$ cat config.mk
export PLATFORM = sky130hd
export DESIGN_NAME = fifo_wr_arbiter_flat
export DESIGN_NICKNAME = d
export VERILOG_FILES = /design/src/rtl/fifo_wr_arbiter_if.sv /design/src/rtl/fifo_wr_arbiter.sv /design/src/flat_wrapper.sv
export SDC_FILE = /design/constraint.sdc
export NUM_CORES = 1
export LEC_CHECK = 0
export CAP_MARGIN = 20
export CORE_ASPECT_RATIO = 0.9
export CORE_UTILIZATION = 33
export CTS_BUF_LIST = sky130_fd_sc_hd__clkbuf_8
export DETAILED_ROUTE_END_ITERATION = 7
export PLACE_DENSITY = 0.75
export REMOVE_ABC_BUFFERS = 1
export SYNTH_ARGS = -nofsm -noshare
export SYNTH_HDL_FRONTEND = slang
export SYNTH_SLANG_ARGS = --single-unit
$ cat constraint.sdc
create_clock -name clk -period 1.9 [get_ports clk]
set_clock_uncertainty 0.15 [all_clocks]
set_input_delay 0.19 -clock clk [delete_from_list [all_inputs] [get_ports clk]]
set_output_delay 0.19 -clock clk [all_outputs]
set_load 0.005 [all_outputs]
$ cat src/rtl/fifo_wr_arbiter_if.sv
// Write-side bundle between the requesters, the packet arbiter and the async FIFO.
// The slave modport is the arbiter's view; the master modport is the requester/FIFO environment.
interface fifo_wr_arbiter_if #(
   parameter int N_REQ  = 4,
   parameter int DATA_W = 8,
   parameter int ID_W   = (N_REQ > 1) ? $clog2(N_REQ) : 1
);
   logic [N_REQ-1:0]        req_valid;
   logic [N_REQ-1:0]        req_last;
   logic [N_REQ*DATA_W-1:0] req_data;
   logic [N_REQ-1:0]        req_ready;
   logic                    full;
   logic                    wr_en;
   logic [DATA_W-1:0]       wr_data;
   logic                    grant_valid;
   logic [ID_W-1:0]         grant_id;

   modport slave (
      input  req_valid, req_last, req_data, full,
      output req_ready, wr_en, wr_data, grant_valid, grant_id
   );

   modport master (
      output req_valid, req_last, req_data, full,
      input  req_ready, wr_en, wr_data, grant_valid, grant_id
   );
endinterface

$ cat src/rtl/fifo_wr_arbiter.sv
// Round-robin packet arbiter feeding the single FIFO write port; a grant is held for a
// whole packet or MAX_BURST beats, whichever ends first, and never writes while full.
module fifo_wr_arbiter #(
   parameter int N_REQ     = 4,
   parameter int DATA_W    = 8,
   parameter int MAX_BURST = 8,
   parameter int ID_W      = (N_REQ > 1) ? $clog2(N_REQ) : 1
) (
   input  logic                 clk,
   input  logic                 rst,
   fifo_wr_arbiter_if.slave     bus
);
   localparam int CNT_W = $clog2(MAX_BURST + 1);

   typedef enum logic {IDLE, GRANT} state_t;

   state_t            state_q, state_d;
   logic [ID_W-1:0]   ptr_q, ptr_d;
   logic [ID_W-1:0]   gid_q, gid_d;
   logic [CNT_W-1:0]  cnt_q, cnt_d;

   logic [DATA_W-1:0] beat [N_REQ];
   logic [ID_W-1:0]   sel_id;
   logic [ID_W-1:0]   idx_id;
   int                idx;
   logic [N_REQ-1:0]  ready_c;
   logic              wr_en_c;
   logic [DATA_W-1:0] wr_data_c;
   logic              accept;

   generate
      for (genvar gi = 0; gi < N_REQ; gi++) begin : g_unpack
         assign beat[gi] = bus.req_data[gi*DATA_W +: DATA_W];
      end
   endgenerate

   // Walk downward so the last hit is the nearest valid index at or after ptr_q.
   always_comb begin : rr_select
      sel_id = ptr_q;
      idx    = 0;
      idx_id = '0;
      for (int k = N_REQ - 1; k >= 0; k--) begin
         idx = int'(ptr_q) + k;
         if (idx >= N_REQ) begin
            idx = idx - N_REQ;
         end
         idx_id = ID_W'(idx);
         if (bus.req_valid[idx_id]) begin
            sel_id = idx_id;
         end
      end
   end

   always_comb begin : fsm_next
      state_d   = state_q;
      ptr_d     = ptr_q;
      gid_d     = gid_q;
      cnt_d     = cnt_q;
      ready_c   = '0;
      wr_en_c   = 1'b0;
      wr_data_c = '0;
      accept    = 1'b0;
      case (state_q)
         IDLE: begin
            if (|bus.req_valid) begin
               gid_d   = sel_id;
               cnt_d   = '0;
               state_d = GRANT;
            end
         end
         GRANT: begin
            ready_c[gid_q] = !bus.full;
            accept         = bus.req_valid[gid_q] && !bus.full;
            if (accept) begin
               wr_en_c   = 1'b1;
               wr_data_c = beat[gid_q];
               cnt_d     = cnt_q + 1'b1;
               if (bus.req_last[gid_q] || (cnt_q == CNT_W'(MAX_BURST - 1))) begin
                  state_d = IDLE;
                  ptr_d   = (gid_q == ID_W'(N_REQ - 1)) ? '0 : gid_q + 1'b1;
               end
            end
         end
         default: state_d = IDLE;
      endcase
   end

   always_ff @(posedge clk or negedge rst) begin
      if (!rst) begin
         state_q <= IDLE;
         ptr_q   <= '0;
         gid_q   <= '0;
         cnt_q   <= '0;
      end else begin
         state_q <= state_d;
         ptr_q   <= ptr_d;
         gid_q   <= gid_d;
         cnt_q   <= cnt_d;
      end
   end

   assign bus.req_ready   = ready_c;
   assign bus.wr_en       = wr_en_c;
   assign bus.wr_data     = wr_data_c;
   assign bus.grant_valid = (state_q == GRANT);
   assign bus.grant_id    = gid_q;
endmodule

$ cat src/flat_wrapper.sv
// flat-port wrapper written by rule: the top's interface ports become plain ports
module fifo_wr_arbiter_flat 
#(
   parameter int N_REQ     = 4,
   parameter int DATA_W    = 8,
   parameter int MAX_BURST = 8,
   parameter int ID_W      = (N_REQ > 1) ? $clog2(N_REQ) : 1
)
  (clk, rst, bus_req_valid, bus_req_last, bus_req_data, bus_full, bus_req_ready, bus_wr_en, bus_wr_data, bus_grant_valid, bus_grant_id);
  fifo_wr_arbiter_if #(.N_REQ(N_REQ), .DATA_W(DATA_W), .ID_W(ID_W)) bus_i ();
  input  logic clk;
  input  logic rst;
  input wire logic [$bits(bus_i.req_valid)-1:0] bus_req_valid;
  input wire logic [$bits(bus_i.req_last)-1:0] bus_req_last;
  input wire logic [$bits(bus_i.req_data)-1:0] bus_req_data;
  input wire logic [$bits(bus_i.full)-1:0] bus_full;
  output wire logic [$bits(bus_i.req_ready)-1:0] bus_req_ready;
  output wire logic [$bits(bus_i.wr_en)-1:0] bus_wr_en;
  output wire logic [$bits(bus_i.wr_data)-1:0] bus_wr_data;
  output wire logic [$bits(bus_i.grant_valid)-1:0] bus_grant_valid;
  output wire logic [$bits(bus_i.grant_id)-1:0] bus_grant_id;
  assign bus_i.req_valid = bus_req_valid;
  assign bus_i.req_last = bus_req_last;
  assign bus_i.req_data = bus_req_data;
  assign bus_i.full = bus_full;
  assign bus_req_ready = bus_i.req_ready;
  assign bus_wr_en = bus_i.wr_en;
  assign bus_wr_data = bus_i.wr_data;
  assign bus_grant_valid = bus_i.grant_valid;
  assign bus_grant_id = bus_i.grant_id;
  fifo_wr_arbiter #(.N_REQ(N_REQ), .DATA_W(DATA_W), .MAX_BURST(MAX_BURST), .ID_W(ID_W)) u_core (.clk(clk), .rst(rst), .bus(bus_i));
endmodule
# Word-level counts from Yosys, hierarchy flattened
# Index checks and enable logic that the tools add are counted.
[word_totals]
register_bits = 9
inputBits = 43
wordCells = 77
[classes]
n_addsub = 9
n_lt_le_gt_ge = 11
n_eq_ne = 4
muxes = 38
n_bitwise = 3
n_reduce_logical = 8
[op_table]
columns = ["op", "n"]
rows = [
  ["8-bit 2-to-1 mux", 4],
  ["2-bit 2-to-1 mux", 9],
  ["8-bit binary-select mux with 2-bit select", 1],
  ["2-bit by 3-bit < comparator with 1-bit output, second input constant", 5],
  ["1-bit binary-select mux with 2-bit select", 6],
  ["3-bit greater-or-equal comparator, second input constant", 4],
  ["1-bit 2-to-1 mux", 12],
  ["4-bit 2-to-1 mux", 3],
  ["4-bit case mux with 2 select lines", 1],
  ["2-bit by 1-bit subtractor with 2-bit output, second input constant", 4],
  ["2-bit by 2-bit adder with 3-bit output, second input constant", 2],
  ["4-bit by 1-bit adder with 4-bit output, second input constant", 1],
  ["4-bit bitwise AND", 1],
  ["4-bit by 3-bit equality test with 1-bit output, second input constant", 1],
  ["2-bit AND reduction", 2],
  ["4-bit OR reduction", 1],
  ["2-bit by 1-bit adder with 3-bit output, second input constant", 1],
  ["2-bit by 3-bit greater-or-equal comparator with 1-bit output, second input constant", 1],
  ["2-bit NOT with 3-bit output", 1],
  ["3-bit AND reduction", 1],
  ["2-bit by 1-bit adder with 2-bit output, second input constant", 1],
  ["1-bit demux with 2-bit select", 1],
  ["2-bit equality test, second input constant", 1],
  ["2-bit by 1-bit greater-or-equal comparator with 1-bit output, second input constant", 1],
  ["7 further kinds", 8],
]

# Logic depth before layout (Yosys ltp)
# Gate-level depths: netlist (run 1).
[logic_depth]
word_depth = 9
ltp_mapped = 4
depth_no_buf = 4

# Worst setup path before layout (run 1)
# OpenSTA, ideal clock, no wires.
[synth_timing]
path_kind = "flip-flop to flip-flop"
startpoint = "register u_core.gid_q[0] (netlist: u_core.bus.grant_id[0])"
endpoint = "register u_core.ptr_q[0]"
setup_ns = 0.128
arrival_ns = 1.519
required_time_ns = 1.622
setup_slack_ns = 0.103
path_stages_with_launch = 4
n_path_buf = 0
period_less_slack_ns = 1.797
path_cell_list = "dfrtp_1 -> mux4_2 -> o211ai_2 -> mux2_1"
[synth_via]
elab_chain_cells = 4
elab_cells_between_ends = 10
[synth_lines]
columns = ["element", "line_no", "source"]
rows = [
  ["start: declaration", "fifo_wr_arbiter.sv:19", "logic [ID_W-1:0] gid_q, gid_d;"],
  ["start signal: assignment", "fifo_wr_arbiter.sv:97", "gid_q <= gid_d;"],
  ["1-bit binary-select mux with 2-bit select, on equally long branches", "fifo_wr_arbiter.sv:78, fifo_wr_arbiter.sv:73", ""],
  ["1-bit 2-to-1 mux, on equally long branches", "fifo_wr_arbiter.sv:78, fifo_wr_arbiter.sv:73", ""],
  ["1-bit logical OR / 1-bit logical AND (equally long branches)", "fifo_wr_arbiter.sv:78, fifo_wr_arbiter.sv:73", ""],
  ["3-bit AND reduction (no source line)", "--", ""],
  ["end signal: assignment", "fifo_wr_arbiter.sv:96", "ptr_q <= ptr_d;"],
  ["end: declaration", "fifo_wr_arbiter.sv:18", "logic [ID_W-1:0] ptr_q, ptr_d;"],
]
# Parallel ways exist; a longest one is shown, timed or not. The select of a mux whose other input is x is not followed.
# A chain may end at the register's enable or synchronous reset.

# Worst setup path in the final report (run 1)
# Same ends and word-level chain as after synthesis.

==> metrics.cfg, run 1 <==
[hold_path]
worstHoldPathType = in2async

[setup_path]
worst-r2r-setup-slack_ps = -90
rr_worst_depth = 5
crit_chain = buf_6, buf_8, mux4_2, o211ai_4, mux2_4
crit_path_end = u_core.ptr_q[0]
startpoint_type = register
r2r-end = u_core.ptr_q[0]
worst-endpoint-arrival_ps = 1950
cpMaxStageDelayCell = mux4_2
r2r-start = u_core.bus.grant_id[0]
cp_max_fo = 5
crit_start = u_core.bus.grant_id[0]
endpoint_kind = register
critPathRequiredTime_ps = 1870
critPathMaxStageDelay_ps = 520
crit_type = reg2reg

[yosys]
synth_seq_area_share_pct = 25.6
synth_seq_cells = 9
syn_area_per_cell_um2 = 10.8
ys_types = 29
synth_top_area_share_pct = 25.6
async_flop_share_pct = 100
ys.flop_type = dfrtp_1
synth-edff-count = 0
mappedNetlistArea_um2 = 878
ys_top_cells_by_area = dfrtp_1, mux4_2, ha_1
synth_commonest_cells = and3_1, dfrtp_1, mux4_2
yosys_warnings = 0
synthCells = 81
yosysTopAreaCell = dfrtp_1

[drt]
drt-pass1-iter-count = 4
drtIter0Drc = 29
wl_mm = 2.76
remaining_drc_errors = 0
via_count = 981
routed_via_density = 5.22
ant_nets = 0
routedWlPerCell_um = 14.7

[power]
power_density_nw_per_um2 = 1070
p_leak_nw = 0.796
ir_drop_uv = 857

[finish]
nets = 209
area_growth_pct = 101
n_antenna_cell = 0
fin_util_pct = 71.0
final_area_um2 = 1770
fin_cells = 188
drive_gt1_share_pct = 40.0

[clock_network]
cts_root_buffer = clkbuf_8
clk_path_buf_depth = 2
cts.sinks = 9
cts_buffers = 3
htree_num_levels = 1
clk_latency_ps = 230
clkTransAtPathRegs_ps = 50
holdBufCountCts = 0
cts_tree = built

[floorplan]
fp-row-count = 17
die_w_um = 56.4
dieArea_um2 = 2870
die_y_um = 50.9
fp.coreArea_um2 = 2490
start_util_pct = 35.3
ios = 59

[sta]
grt_setup_unrepaired = yes
fmax_mhz = 503
finalSetupTns_ps = -599
final_hold_viol_count = 0
slew_headroom_pct = 72.3
worst_slack_ps = -88.6
finalCriticalPeriod_ps = 1990
finalCritPeriodShare_pct = 105
whs_ps = 109
tightestPinTransition_ps = 414
final-max-slew-violation-count = 0
setup-violations-final = 11

[grt]
grt_pass1_wl_mm = 4.63
grt_max_degree = 17
gr-usage-all-layers_pct = 20.9
grt_overflow = 0
antenna_found_initial = 0
grt_pass1_vias = 985

[placement]
dp.cells = 176
place.gp.congestion = 0.755
hpwl_mm = 1.95
portBuffers = 58
placed_area_um2 = 1600

[flow_run]
maxCapViolCount = 0

[outcome]
status = complete, but fails checks
violations = setup timing

==> layout make-up <==
class | instances | area [µm²]
timing repair buffer | 79 | 758
fill | 188 | 721
clock inverter | 1 | 3.75
tap | 28 | 35.0
multi-input combinational | 62 | 682
inverter | 6 | 22.5
sequential | 9 | 225
clock buffer | 3 | 41.3
==> layout by cell type (no fill, tap or decap) <==
master	netlist	layout
a2111oi_0	1	1
a21boi_2	0	1
a21oi_1	2	2
and2_1	4	4
and2b_1	1	1
and3_1	9	1
and3_4	0	8
and3b_1	1	1
buf_12	0	3
buf_4	0	13
buf_6	0	8
buf_8	0	1
clkbuf_2	0	9
clkbuf_8	0	3
clkdlybuf4s50_1	0	45
dfrtp_1	9	9
ha_1	5	3
ha_2	0	2
inv_1	6	6
inv_2	0	1
mux2_4	0	2
mux2i_1	4	4
mux4_2	9	10
nand2_1	3	2
nand2_4	0	1
nand2b_1	1	1
nand3_1	2	2
nor2_1	2	2
nor2b_1	1	1
nor3b_1	1	1
nor4_2	1	1
o211a_1	1	1
o211ai_4	0	1
o21ai_0	7	7
o31ai_1	1	1
o41ai_1	1	1
==> through the flow <==
step	total power (W)	setup WS (ps)
floorplan	0.000868	-213
global placement	0.00138	-307
detailed placement	0.00141	-351
CTS	0.00187	-220
global route	0.00205	-171
finish	0.00189	-88.6
==> cells by family (layout without fill, tap and decap cells) <==
kind of cell             Yosys count  count (layout)  share of synthesized area (%)
adder cells (fa/ha/maj)            5               5                           7.12
multiplexers                      16              16                           33.2
AO/OA/AOI/OAI                     15              15                           11.4
flip-flops                         9               9                           25.6
buffers and inverters             10              89                           4.56
AND/OR/NAND/NOR                   26              26                           18.1
==> power by group <==
part	internal [W]	switching, W
Combinational	0.000832	0.000488
Sequential	0.000273	0.0000795
Clock	0.000141	0.0000780
==> metal layers <==
metal / vias up / routed length [µm] / global-route usage (%)
met3: 2 / 202 / 5.06
met1: 462 / 1240 / 26.8
li1: 468 / - / -
met4: 0 / 8 / 6.10
met5: - / 0 / 0
met2: 49 / 1300 / 35.1
==> critical path, delay by kind of cell, from the launching register on <==
family | cells | cell delay (ps)
buf+inv | 2 | 250
compound gates | 1 | 250
flops | 1 | 380
mux | 2 | 840
==> how the worst min path moves through the flow <==
stage	from	end	slack (ps)	depth (start not counted)
2_1_floorplan	rst	u_core.bus.grant_id[0]	-260	0
3_3_place_gp	u_core.cnt_q[3]	u_core.cnt_q[3]	300	1
3_5_place_dp	u_core.cnt_q[3]	u_core.cnt_q[3]	320	1
4_1_cts	rst	u_core.bus.grant_valid	120	1
5_1_grt	rst	u_core.bus.grant_valid	140	1
6_report	rst	u_core.bus.grant_id[1]	110	1
==> repair_timing <==
action / in CTS / in global routing
pin swaps: 2 / 7
setup endpoints to repair: 15 / 15
gates resized for setup: 34 / 38
gates cloned: 1 / 0
buffers inserted: 7 / 1
hold endpoints to repair: 0 / 0
==> state kept, by name (all words and copies together) (netlist names) <==
signal                  flops
u_core.bus.grant_id         2
u_core.bus.grant_valid      1
u_core.cnt_q                4
u_core.ptr_q                2
No activity file was read; power rests on OpenSTA's default activity.
==> inputs of run 2 (changes only) <==
--- a/config.mk
+++ b/config.mk
@@ -5,12 +5,13 @@
 export SDC_FILE = /design/constraint.sdc
 export NUM_CORES = 1
 export LEC_CHECK = 0
+export ABC_AREA = 1
 export CAP_MARGIN = 20
 export CORE_ASPECT_RATIO = 0.9
 export CORE_UTILIZATION = 33
 export CTS_BUF_LIST = sky130_fd_sc_hd__clkbuf_8
 export DETAILED_ROUTE_END_ITERATION = 7
-export PLACE_DENSITY = 0.75
+export PLACE_DENSITY = 0.71
 export REMOVE_ABC_BUFFERS = 1
 export SYNTH_ARGS = -nofsm -noshare
 export SYNTH_HDL_FRONTEND = slang
==> run 2 against run 1 <==
- total power rose by 42%
- sequential share of layout area fell by 1.2 points
- largest cell class unchanged
- first-iteration DRC count is 34% higher
- wire length is 38% higher
- design area up 11%
- die area rose by 17%
- fmax grew 0.44%
- via count is 46% higher
- the run still ends with setup timing left
==> metrics.cfg, run 2 <==
[outcome]
status = complete, but fails checks  ; unchanged
violations = setup timing  ; unchanged

[flow_run]
maxCapViolCount = 0  ; unchanged

[clock_network]
clkTransAtPathRegs_ps = 50  ; about the same
cts_root_buffer = clkbuf_8  ; unchanged
htree_num_levels = 1  ; unchanged
holdBufCountCts = 0  ; unchanged
cts_tree = built  ; unchanged
cts_buffers = 3  ; unchanged
clk_path_buf_depth = 2  ; unchanged
clk_latency_ps = 240  ; was 230 ps
cts.sinks = 9  ; unchanged

[grt]
use_met1_pct = 30.2  ; was 26.8%
grt_busiest_layer = met2  ; unchanged
grt_max_degree = 13  ; was 17
antenna_found_initial = 0  ; unchanged
gr-usage-all-layers_pct = 22.9  ; was 20.9%
globalRouteMet3Util_pct = 4.88  ; was 5.06%
grt_pass1_vias = 1281  ; was 985
grt_pass1_wl_mm = 5.62  ; was 4.63 mm
grt_overflow = 0  ; unchanged
grt_use_met2_pct = 39.1  ; was 35.1%

[setup_path]
crit_type = reg2out  ; was reg2reg
r2r-start = u_core.bus.grant_id[0]  ; unchanged
critPathMaxStageDelay_ps = 440  ; was 520 ps
endpoint_kind = output pin  ; was register
worst-r2r-setup-slack_ps = 0  ; was -90 ps
r2r-end = u_core.ptr_q[1]  ; was u_core.ptr_q[0]
worst-endpoint-arrival_ps = 1640  ; was 1950 ps
cpMaxStageDelayCell = dfrtp_2  ; was mux4_2
cp_max_fo = 7  ; was 5
crit_chain = buf_6, a21oi_2, o21ai_2, a21oi_4, inv_4, buf_6, a21oi_2, buf_2  ; was buf_6, buf_8, mux4_2, o211ai_4, mux2_4
rr_worst_depth = 11  ; was 5
startpoint_type = register  ; unchanged
critPathRequiredTime_ps = 1560  ; was 1870 ps

[sta]
setup-violations-final = 6  ; was 11
final_hold_viol_count = 0  ; unchanged
fmax_mhz = 505  ; was 503 MHz
grt_setup_unrepaired = yes  ; unchanged
whs_ps = 113  ; was 109 ps
worst_slack_ps = -79.9  ; was -88.6 ps
tightestPinTransition_ps = 432  ; was 414 ps
finalCritPeriodShare_pct = 104  ; was 105%
slew_headroom_pct = 71.1  ; was 72.3%
final-max-slew-violation-count = 0  ; unchanged
finalCriticalPeriod_ps = 1980  ; was 1990 ps

[drt]
ant_nets = 0  ; unchanged
remaining_drc_errors = 0  ; unchanged
wl_mm = 3.82  ; was 2.76 mm
drt-pass1-iter-count = 4  ; unchanged
drtIter0Drc = 39  ; was 29
via_count = 1435  ; was 981
routed_via_density = 4.67  ; was 5.22
routedWlPerCell_um = 12.4  ; was 14.7 µm

[floorplan]
die_y_um = 55.1  ; was 50.9 µm
start_util_pct = 36.2  ; was 35.3%
fp-row-count = 18  ; was 17
die_w_um = 61.0  ; was 56.4 µm
dieArea_um2 = 3360  ; was 2870 µm²
ios = 59  ; unchanged
fp.coreArea_um2 = 2860  ; was 2490 µm²

[finish]
top_register = u_core.cnt_q  ; unchanged
seqCellArea_um2 = 226  ; was 225 µm²
n_fill_cell = 267  ; was 188
nets = 316  ; was 209
final_common_cell = clkdlybuf4s50_1  ; unchanged
layout_common_cells = clkdlybuf4s50_1, nor2_1, nand2_1, buf_4  ; was clkdlybuf4s50_1, buf_4, mux4_2, clkbuf_2, dfrtp_1
fin_util_pct = 68.6  ; was 71.0%
drive_gt1_share_pct = 25.5  ; was 40.0%
n_antenna_cell = 0  ; unchanged
area_growth_pct = 89.6  ; was 101%
multi_input_area_um2 = 759  ; was 682 µm²
largest_reg_flops = 4  ; unchanged

[yosys]
synth_top_area_share_pct = 21.8  ; was 25.6%
synth_seq_cells = 9  ; unchanged
synth_commonest_cells = nor2_1, nand2_1, o21ai_1  ; was and3_1, dfrtp_1, mux4_2
synth_seq_area_share_pct = 21.8  ; was 25.6%
synth-edff-count = 0  ; unchanged
ys_top_cells_by_area = dfrtp_1, nor2_1, nand2_1  ; was dfrtp_1, mux4_2, ha_1
ys_types = 24  ; was 29
synthCells = 184  ; was 81
yosysMostFrequentCell = nor2_1
async_flop_share_pct = 100  ; unchanged
mappedNetlistArea_um2 = 1030  ; was 878 µm²
ys.flop_type = dfrtp_1  ; unchanged
syn_area_per_cell_um2 = 5.62  ; was 10.8 µm²
yosys_warnings = 0  ; unchanged
yosysTopAreaCell = dfrtp_1  ; unchanged

[hold_path]
worstHoldPathType = in2async  ; unchanged

[power]
ir_drop_uv = 649  ; was 857 µV
p_leak_nw = 0.972  ; was 0.796 nW
power_density_nw_per_um2 = 1370  ; was 1070 nW/µm²

[placement]
portBuffers = 58  ; unchanged
hpwl_mm = 2.79  ; was 1.95 mm
place.gp.congestion = 0.845  ; was 0.755

[run 2: timing repair]
action | 4_1_cts | 5_1_grt
pin swaps | 1 | 2
endpoints found under the setup margin | 13 | 13
resized for setup | 49 | 29
setup buffers | 10 | 2
[run 2: worst max-delay path: cells and delay by family, from the launching register on]
kind,cells,cell delay (ps)
buffers and inverters,4,470
AOI/OAI and AO/OA,4,500
DFF,1,440
[run 2: how the worst max path moves through the flow]
stage,to,depth (start not counted),startpoint,slack [ps]
floorplan,bus_wr_data[0],6,u_core.bus.grant_id[0],-120
global placement,bus_wr_data[7],8,bus_req_valid[1],-270
detailed placement,bus_wr_data[4],8,bus_req_valid[2],-370
CTS,bus_wr_data[4],7,u_core.bus.grant_id[0],-90
global route,bus_wr_data[2],8,u_core.bus.grant_id[0],-140
finish,bus_wr_data[7],8,u_core.bus.grant_id[0],-80
[run 2: report_power, final]
| part | leakage [nW] | switching [W] | total [W] | internal, W |
|---|---|---|---|---|
| combinational | 0.837 | 0.00106 | 0.00207 | 0.00101 |
| sequential | 0.108 | 0.000110 | 0.000392 | 0.000282 |
| clock | 0.0269 | 0.0000787 | 0.000220 | 0.000141 |
[run 2: kinds of logic (layout without fill, tap and decap cells)]
family	Yosys count	in the layout	synth area share, %
compound gates	41	41	21.9
xor+xnor	1	1	0.847
fa+ha+maj	5	5	6.05
buf+inv	28	111	10.9
flops	9	9	21.8
simple gates	100	100	38.6
[run 2: metal layers]
| metal | vias to the layer above | share of wire (%) |
|---|---|---|
| li1 | 752 | - |
| met1 | 633 | 47 |
| met2 | 48 | 46 |
| met3 | 2 | 6.8 |
| met4 | 0 | 0.34 |
| met5 | - | 0 |
[run 2: metrics by stage]
| stage | setup TNS (ps) | std cells | area (µm²) | setup slack [ps] | power, W |
|---|---|---|---|---|---|
| floorplan | -1080 | 177 | 1000 | -123 | 0.00132 |
| global placement | -2480 | 291 | 1750 | -270 | 0.00205 |
| detailed placement | -3010 | 291 | 1750 | -366 | 0.00208 |
| CTS | -465 | 305 | 1890 | -87.5 | 0.00250 |
| global route | -1260 | 307 | 1960 | -143 | 0.00297 |
| finish | -375 | 307 | 1960 | -79.9 | 0.00268 |
[run 2: layout make-up]
type | instances | share of cell area (%)
timing repair buffer | 86 | 40.8
multi-input combinational | 147 | 38.7
sequential | 9 | 11.5
inverter | 21 | 4.15
tap | 40 | 2.55
clock buffer | 3 | 2.10
clock inverter | 1 | 0.191
==> inputs of run 3 (changes only) <==
--- a/config.mk
+++ b/config.mk
@@ -8,8 +8,10 @@
 export ABC_AREA = 1
 export CAP_MARGIN = 20
 export CORE_ASPECT_RATIO = 0.9
+export CORE_MARGIN = 4
 export CORE_UTILIZATION = 33
 export CTS_BUF_LIST = sky130_fd_sc_hd__clkbuf_8
+export CTS_CLUSTER_SIZE = 14
 export DETAILED_ROUTE_END_ITERATION = 7
 export PLACE_DENSITY = 0.71
 export REMOVE_ABC_BUFFERS = 1
==> run 3 against run 2 <==
- the flow still finishes with violations (setup timing)
- clock power hardly changed
- die area up 22%
- count of clock-buffer cells in the layout stayed put
- final cell count is 1.6% lower
- sequential share of layout area grew 0.24 points
- first-iteration DRC count increased by 54%
- core utilization shrank 5.4 points
==> metrics.cfg, run 3 (synthesized netlist as in run 2, its figures left out) <==
[finish]
fin_util_pct = 63.2  ; was 68.6%
nets = 309  ; was 316
n_antenna_cell = 0  ; unchanged
area_growth_pct = 85.7  ; was 89.6%
layout_common_cells = clkdlybuf4s50_1, nor2_1, nand2_1, inv_1  ; was clkdlybuf4s50_1, nor2_1, nand2_1, buf_4
final_common_cell = clkdlybuf4s50_1  ; unchanged
n_fill_cell = 299  ; was 267
top_register = u_core.cnt_q  ; unchanged
largest_reg_flops = 4  ; unchanged
drive_gt1_share_pct = 19.2  ; was 25.5%
multi_input_area_um2 = 738  ; was 759 µm²
seqCellArea_um2 = 226  ; unchanged

[drt]
remaining_drc_errors = 0  ; unchanged
wl_mm = 3.61  ; was 3.82 mm
ant_nets = 0  ; unchanged
drt-pass1-iter-count = 4  ; unchanged
via_count = 1360  ; was 1,435
routed_via_density = 4.50  ; was 4.67
drtIter0Drc = 60  ; was 39
routedWlPerCell_um = 11.9  ; was 12.4 µm

[outcome]
violations = setup timing  ; unchanged
status = complete, but fails checks  ; unchanged

[floorplan]
die_w_um = 67.0  ; was 61.0 µm
die_y_um = 61.1  ; was 55.1 µm
fp-row-count = 19  ; was 18
start_util_pct = 34.0  ; was 36.2%
fp.coreArea_um2 = 3040  ; was 2860 µm²
dieArea_um2 = 4100  ; was 3360 µm²
ios = 59  ; unchanged

[grt]
grt_overflow = 0  ; unchanged
antenna_found_initial = 0  ; unchanged
grt_pass1_vias = 1175  ; was 1,281
gr-usage-all-layers_pct = 17.0  ; was 22.9%
grt_pass1_wl_mm = 5.34  ; was 5.62 mm
grt_max_degree = 22  ; was 13

[sta]
final_hold_viol_count = 0  ; unchanged
fmax_mhz = 505  ; about the same
tightestPinTransition_ps = 419  ; was 432 ps
finalCriticalPeriod_ps = 1980  ; about the same
finalCritPeriodShare_pct = 104  ; about the same
final-max-slew-violation-count = 0  ; unchanged
worst_slack_ps = -80.1  ; was -79.9 ps
grt_setup_unrepaired = yes  ; unchanged
whs_ps = 111  ; was 113 ps
setup-violations-final = 7  ; was 6
slew_headroom_pct = 72.0  ; was 71.1%
finalSetupTns_ps = -381  ; was -375 ps

[clock_network]
cts.sinks = 9  ; unchanged
clkTransAtPathRegs_ps = 50  ; about the same
cts_root_buffer = clkbuf_8  ; unchanged
cts_tree = built  ; unchanged
clk_path_buf_depth = 2  ; unchanged
htree_num_levels = 1  ; unchanged
cts_buffers = 3  ; unchanged
clk_latency_ps = 230  ; was 240 ps

[power]
power.switching_w = 0.00116  ; was 0.00125 W
power_density_nw_per_um2 = 1300  ; was 1370 nW/µm²
p_seq_share_pct = 15.2  ; was 14.6%
p_int_w = 0.00135  ; was 0.00143 W
comb_power_share_pct = 76.1  ; was 77.2%
swShare_pct = 46.1  ; was 46.5%
clkPwrFrac_pct = 8.7  ; was 8.2%
ir_drop_uv = 754  ; was 649 µV
p_leak_nw = 0.933  ; was 0.972 nW

[setup_path]
endpoint_kind = output pin  ; unchanged
crit_type = reg2out  ; unchanged
rr_worst_depth = 11  ; unchanged
cp_max_fo = 9  ; was 7
startpoint_type = register  ; unchanged
worst-r2r-setup-slack_ps = 30  ; was 0 ps
r2r-start = u_core.bus.grant_id[0]  ; unchanged
crit_start = u_core.bus.grant_id[0]  ; unchanged
worst-endpoint-arrival_ps = 1640  ; about the same
critPathRequiredTime_ps = 1560  ; about the same

[flow_run]
maxCapViolCount = 0  ; unchanged

[hold_path]
worstHoldPathType = in2async  ; unchanged

[placement]
portBuffers = 58  ; unchanged
hpwl_mm = 2.65  ; was 2.79 mm
place.gp.congestion = 0.809  ; was 0.845

[run 3: layer usage]
| layer | wire [µm] | share of wire [%] | global-route usage [%] |
|---|---|---|---|
| met5 | 0 | 0 | 0 |
| met1 | 1690 | 47 | 22.8 |
| met2 | 1600 | 44 | 27.6 |
| met4 | 14 | 0.39 | 3.47 |
| met3 | 305 | 8.5 | 4.56 |
[run 3: repair_timing]
| action | 4_1_cts | 5_1_grt |
|---|---|---|
| endpoints found under the setup margin | 13 | 11 |
| gates cloned | 0 | 0 |
| pin swaps | 1 | 1 |
| hold buffers | 0 | 0 |
| endpoints found under the hold margin | 0 | 0 |
| setup buffers | 4 | 2 |
| resized for setup | 43 | 11 |
[run 3: worst max-delay path, cell delays in order, from the launching register on]
cell and delay [ps]:
dfrtp_2 420, buf_6 130, a21oi_4 130, o21ai_2 80
a21oi_4 200, inv_4 90, a21oi_1 140, clkdlybuf4s15_2 220
[run 3: final cells by class]
class / instances / share of cell area, %
Tap cell: 42 / 2.73
Clock inverter: 1 / 0.195
Clock buffer: 3 / 2.15
Timing Repair Buffer: 79 / 40.5
Multi-Input combinational cell: 147 / 38.4
Inverter: 21 / 4.23
Sequential cell: 9 / 11.8
[run 3: path summary, 6_finish.rpt]
check,endpoint
worst min register to register,u_core.cnt_q[1]
worst min-delay path,u_core.cnt_q[1]
worst max register to register,u_core.cnt_q[3]
min in group clk,u_core.cnt_q[1]
worst max-delay path,bus_wr_data[7]
max in group asynchronous,u_core.bus.grant_id[0]
[run 3: stage by stage]
step | cells | area [µm²] | setup slack [ps] | total power (W)
after floorplan | 177 | 1000 | -123 | 0.00132
after global placement | 292 | 1750 | -263 | 0.00204
after detailed placement | 292 | 1750 | -322 | 0.00205
after CTS | 300 | 1870 | -102 | 0.00240
after global routing | 302 | 1920 | -152 | 0.00277
final | 302 | 1920 | -80.1 | 0.00251
[run 3: power groups by stage]
stage | Sequential (W) | Combinational (W) | Clock [W]
3_5_place_dp | 0.000377 | 0.00168 | 0
3_3_place_gp | 0.000374 | 0.00167 | 0
4_1_cts | 0.000376 | 0.00180 | 0.000226
6_report | 0.000382 | 0.00191 | 0.000218
5_1_grt | 0.000395 | 0.00214 | 0.000239
2_1_floorplan | 0.000432 | 0.000891 | 0
